### src/rtl/hs_pipe_ctrl.sv
// hs_pipe_ctrl: token FIFO bridging an upstream and a downstream
// handshake link, four-phase (PROTO=0) or two-phase (PROTO=1).
module hs_pipe_ctrl #(
    parameter int WIDTH = 2,
    parameter int DEPTH = 4,
    parameter int PROTO = 0
) (
    input  logic                         clk,
    input  logic                         rst,
    input  logic                         req_in,
    input  logic [WIDTH-1:0]             data_in,
    output logic                         ack_in,
    output logic                         req_out,
    output logic [WIDTH-1:0]             data_out,
    input  logic                         ack_out,
    output logic [DEPTH-1:0]             ctrl_out,
    output logic [$clog2(DEPTH+1)-1:0]   count
);

    localparam int AW = (DEPTH > 1) ? $clog2(DEPTH) : 1;
    localparam int CW = $clog2(DEPTH + 1);

    typedef enum logic {IN_IDLE, IN_ACK} in_state_e;
    typedef enum logic [1:0] {OUT_IDLE, OUT_REQ, OUT_WAIT} out_state_e;

    in_state_e        in_q, in_d;
    out_state_e       out_q, out_d;
    logic             tog_q, tog_d;
    logic [WIDTH-1:0] dout_q, dout_d;
    logic [AW-1:0]    wptr_q, wptr_d;
    logic [AW-1:0]    rptr_q, rptr_d;
    logic [CW-1:0]    cnt_q, cnt_d;
    logic [WIDTH-1:0] mem_q [DEPTH];
    logic             full;
    logic             push;
    logic             pop;
    logic             ack_hit;

    function automatic logic [AW-1:0] nxt(input logic [AW-1:0] p);
        return (p == AW'(DEPTH - 1)) ? '0 : p + AW'(1);
    endfunction

    // Full is judged on the registered count, so a pop on the same
    // edge never frees a slot for a push until the following edge.
    assign full    = (cnt_q == CW'(DEPTH));
    assign ack_in  = (in_q == IN_ACK);
    assign ack_hit = (PROTO == 0) ? ack_out : (ack_out == tog_q);

    // In two-phase mode IN_ACK simply encodes the ack_in level.
    always_comb begin
        in_d = in_q;
        push = 1'b0;
        if (PROTO == 0) begin
            unique case (in_q)
                IN_IDLE: begin
                    if (req_in && !full) begin
                        push = 1'b1;
                        in_d = IN_ACK;
                    end
                end
                IN_ACK: begin
                    if (!req_in) in_d = IN_IDLE;
                end
                default: in_d = IN_IDLE;
            endcase
        end else if ((req_in != ack_in) && !full) begin
            push = 1'b1;
            in_d = ack_in ? IN_IDLE : IN_ACK;
        end
    end

    always_comb begin
        out_d  = out_q;
        tog_d  = tog_q;
        dout_d = dout_q;
        pop    = 1'b0;
        unique case (out_q)
            OUT_IDLE: begin
                if (cnt_q != '0) begin
                    out_d  = OUT_REQ;
                    tog_d  = ~tog_q;
                    dout_d = mem_q[rptr_q];
                end
            end
            OUT_REQ: begin
                if (ack_hit) begin
                    pop   = 1'b1;
                    out_d = (PROTO == 0) ? OUT_WAIT : OUT_IDLE;
                end
            end
            OUT_WAIT: begin
                if (!ack_out) out_d = OUT_IDLE;
            end
            default: out_d = OUT_IDLE;
        endcase
    end

    assign wptr_d = push ? nxt(wptr_q) : wptr_q;
    assign rptr_d = pop ? nxt(rptr_q) : rptr_q;
    assign cnt_d  = cnt_q + CW'(push) - CW'(pop);

    always_ff @(posedge clk) begin
        if (!rst) begin
            in_q   <= IN_IDLE;
            out_q  <= OUT_IDLE;
            tog_q  <= 1'b0;
            dout_q <= '0;
            wptr_q <= '0;
            rptr_q <= '0;
            cnt_q  <= '0;
        end else begin
            in_q   <= in_d;
            out_q  <= out_d;
            tog_q  <= tog_d;
            dout_q <= dout_d;
            wptr_q <= wptr_d;
            rptr_q <= rptr_d;
            cnt_q  <= cnt_d;
        end
    end

    always_ff @(posedge clk) begin
        if (push) mem_q[wptr_q] <= data_in;
    end

    always_comb begin
        ctrl_out = '0;
        for (int i = 0; i < DEPTH; i++) begin
            ctrl_out[i] = (cnt_q > CW'(i));
        end
    end

    assign req_out  = (PROTO == 0) ? (out_q == OUT_REQ) : tog_q;
    assign data_out = dout_q;
    assign count    = cnt_q;

endmodule

### config.mk
export PLATFORM = sky130hd
export DESIGN_NAME = hs_pipe_ctrl
export DESIGN_NICKNAME = d
export VERILOG_FILES = /design/src/rtl/hs_pipe_ctrl.sv
export SDC_FILE = /design/constraint.sdc
export NUM_CORES = 1
export LEC_CHECK = 0
export BUFFER_PORTS_ARGS = -buffer_cell sky130_fd_sc_hd__buf_2
export CORE_ASPECT_RATIO = 1.1
export CORE_MARGIN = 5
export CORE_UTILIZATION = 56
export CTS_BUF_LIST = sky130_fd_sc_hd__clkbuf_8
export CTS_CLUSTER_SIZE = 12
export DETAILED_ROUTE_END_ITERATION = 12
export PLACE_DENSITY = 0.91
export SLEW_MARGIN = 10
export SYNTH_ARGS = -nofsm -noshare
export SYNTH_HDL_FRONTEND = slang
export SYNTH_SLANG_ARGS = --single-unit
### constraint.sdc
create_clock -name clk -period 2.6 [get_ports clk]
set_input_delay 0 -clock clk [delete_from_list [all_inputs] [get_ports clk]]
set_output_delay 0 -clock clk [all_outputs]
set_load 0.1 [all_outputs]
==> flow_summary.toml <==
[status]
status = "complete, but fails checks"
violations = "negative hold slack"

[setup_path]
critical_path_class = "primary input to flop"
path_max_fanout = 5
cp.required_ps = 2750
end_kind = "flop"
start_kind = "primary input"
crit_path_start = "req_in"
r2r-start = "count[1]$_SDFF_PN0_"
worstPathArrival_ps = 2300

[synthesis]
ys_seq_area_share_pct = 49.5
yosysUniqueCellTypes = 29
synth_area_per_cell_sq_um = 11.0
yosys_warnings = 0
ys_ff_latch = 20
syn_area_sq_um = 971
synth_nets = 104
syn_inst = 88

[route]
vias = 681
drt-pass1-iter-count = 4
ant_nets = 0
routed_wl_mm = 1.86
drcViolationCount = 0
drt_iter0_drc = 16
vias_per_cell = 5.36
post_drt_wl_per_cell_um = 14.6

[floorplan]
start_util_pct = 60.2
die_w_um = 49.7
num_rows = 15
die_area_sq_mm = 0.00267
io_pins = 17
die_h_um = 53.7
core_area_sq_mm = 0.00161

[finish]
synthToLayoutAreaGrowth_pct = 19.2
final_cell_mix = "buf_2, inv_1, ha_1, dfxtp_1, edfxtp_1"
final_common_cell = "buf_2"
utilization_pct = 71.7
n_antenna_cell = 0
drive_above_1_share_pct = 26.4
nets = 127

[timing]
period_needed_ps = 2150
finalSetupViolations = 0
fmax_mhz = 466
rsz0062_at_grt = "no"
tns_ps = 0
min_period_over_period_pct = 82.6
relSlewSlack_pct = 67.2
worst_slew_pin_slew_ps = 495
finalHoldViolCount = 1
finalMaxSlewViolations = 0
layout_setup_ws_ps = 453
worst_clock_skew_ps = 3.69
holdWs_ps = -4.05

[flow_run]
cap_violations = 0

[global_route]
antenna_found_initial = 0
grtUsageMet3_pct = 3.60
grt_overflow = 0
grtUsageMet1_pct = 17.7
grt_pass1_wl_mm = 3.35
top_usage_layer = "met2"
gr-usage-met2_pct = 32.2
grt.total_usage_pct = 16.5
grt_max_degree = 12
grt_pass1_vias = 743

[clock_tree]
postCtsSetupBuffers = 0
clkLatencyLatePin_ps = 260
cts_tree = "done"
clkSlewWorstSetupHoldPaths_ps = 70
root_buffer = "clkbuf_8"
cts_buffers = 3
cts_max_path_buffers = 2
htree_levels = 1
cts_num_sinks = 20

[min_path]
hold_path_class = "primary input to flop"
min_from = "ack_out"

[placed_design]
place_hpwl_mm = 1.45
portBuffers = 16
dp_slack_ps = 487
routabilityCongestion = 0.708
## stage by stage
stage / cell area, sq um / cells
after floorplan: 985 / 88
after global placement: 1080 / 120
after detailed placement: 1080 / 120
after CTS: 1160 / 127
after global routing: 1160 / 127
final: 1160 / 127
## final timing paths
check,endpoint,slack (ps),depth (start not counted)
max,count[2]$_SDFF_PN0_,450,12
max reg2reg,count[2]$_SDFF_PN0_,490,10
min,out_q[1]$_SDFFE_PN0P_,-4,2
min reg2reg,data_out[1]$_SDFFE_PN0P_,460,2
## registers in the layout (all words and copies together) (netlist names)
signal,count
rptr_q,2
mem_q,8
out_q,2
ack_in,1
wptr_q,2
data_out,2
count,3
## worst max-delay path: stages
cell and delay (ps):
dlygate4sd3_1 520, buf_2 110, or2b_1 270, nor2_1 200, inv_1 80, ha_1 280
inv_1 50, ha_1 130, inv_1 60, fa_1 380, xnor2_1 160, nor2_1 50
## cells by family (layout without fill, tap and decap cells)
family / count (synthesis) / after routing / share of synthesized area [%]
and+or+nand+nor: 30 / 30 / 18.6
xor gates and xnor gates: 2 / 2 / 1.80
muxes: 3 / 3 / 5.67
DFF: 20 / 20 / 49.5
adders and majority gates: 10 / 10 / 13.7
buffers and inverters: 11 / 33 / 4.25
AOI/OAI and AO/OA: 12 / 12 / 6.57
## layout make-up
class                      count  area [sq um]
timing repair buffer          19           110
inverter                      10          37.5
clock inverter                 1          3.75
sequential                    20           484
tap                           17          21.3
fill                         130           457
clock buffer                   3          41.3
multi-input combinational     57           459
## per-layer routing
layer | wire length, um | up-vias
met5 | 0 | -
met4 | 27 | 0
met3 | 70 | 2
met2 | 955 | 14
met1 | 808 | 323
li1 | - | 342
## timing repair
item,CTS,global route
hold buffers,3,0
hold endpoints to repair,9,0
resized for setup,0,0
## cells in the mapped netlist
master,instances,area [sq um]
o21a_1,1,7.51
clkbuf_1,1,3.75
mux2i_1,1,10.0
nand3b_1,1,7.51
nor2b_1,2,12.5
or3_1,1,6.26
a31oi_1,1,6.26
xnor2_1,1,8.76
nor2_1,6,22.5
nand2_1,5,18.8
or3_4,1,11.3
and2_1,6,37.5
ha_1,9,113
xor2_1,1,8.76
mux4_2,2,45.0
and3_1,1,6.26
o21ai_0,3,15.0
a21oi_1,5,25.0
nor3b_2,1,12.5
and2b_2,1,8.76
dfxtp_1,12,240
o21ai_1,2,10.0
edfxtp_1,8,240
fa_1,1,20.0
nand4_1,2,12.5
or4_1,1,7.51
or2b_1,1,7.51
inv_1,10,37.5
or3b_1,1,8.76
Power is left out: the tool's default activity adds up to more than one toggle a clock period on the data nets, which glitch-free logic cannot reach.
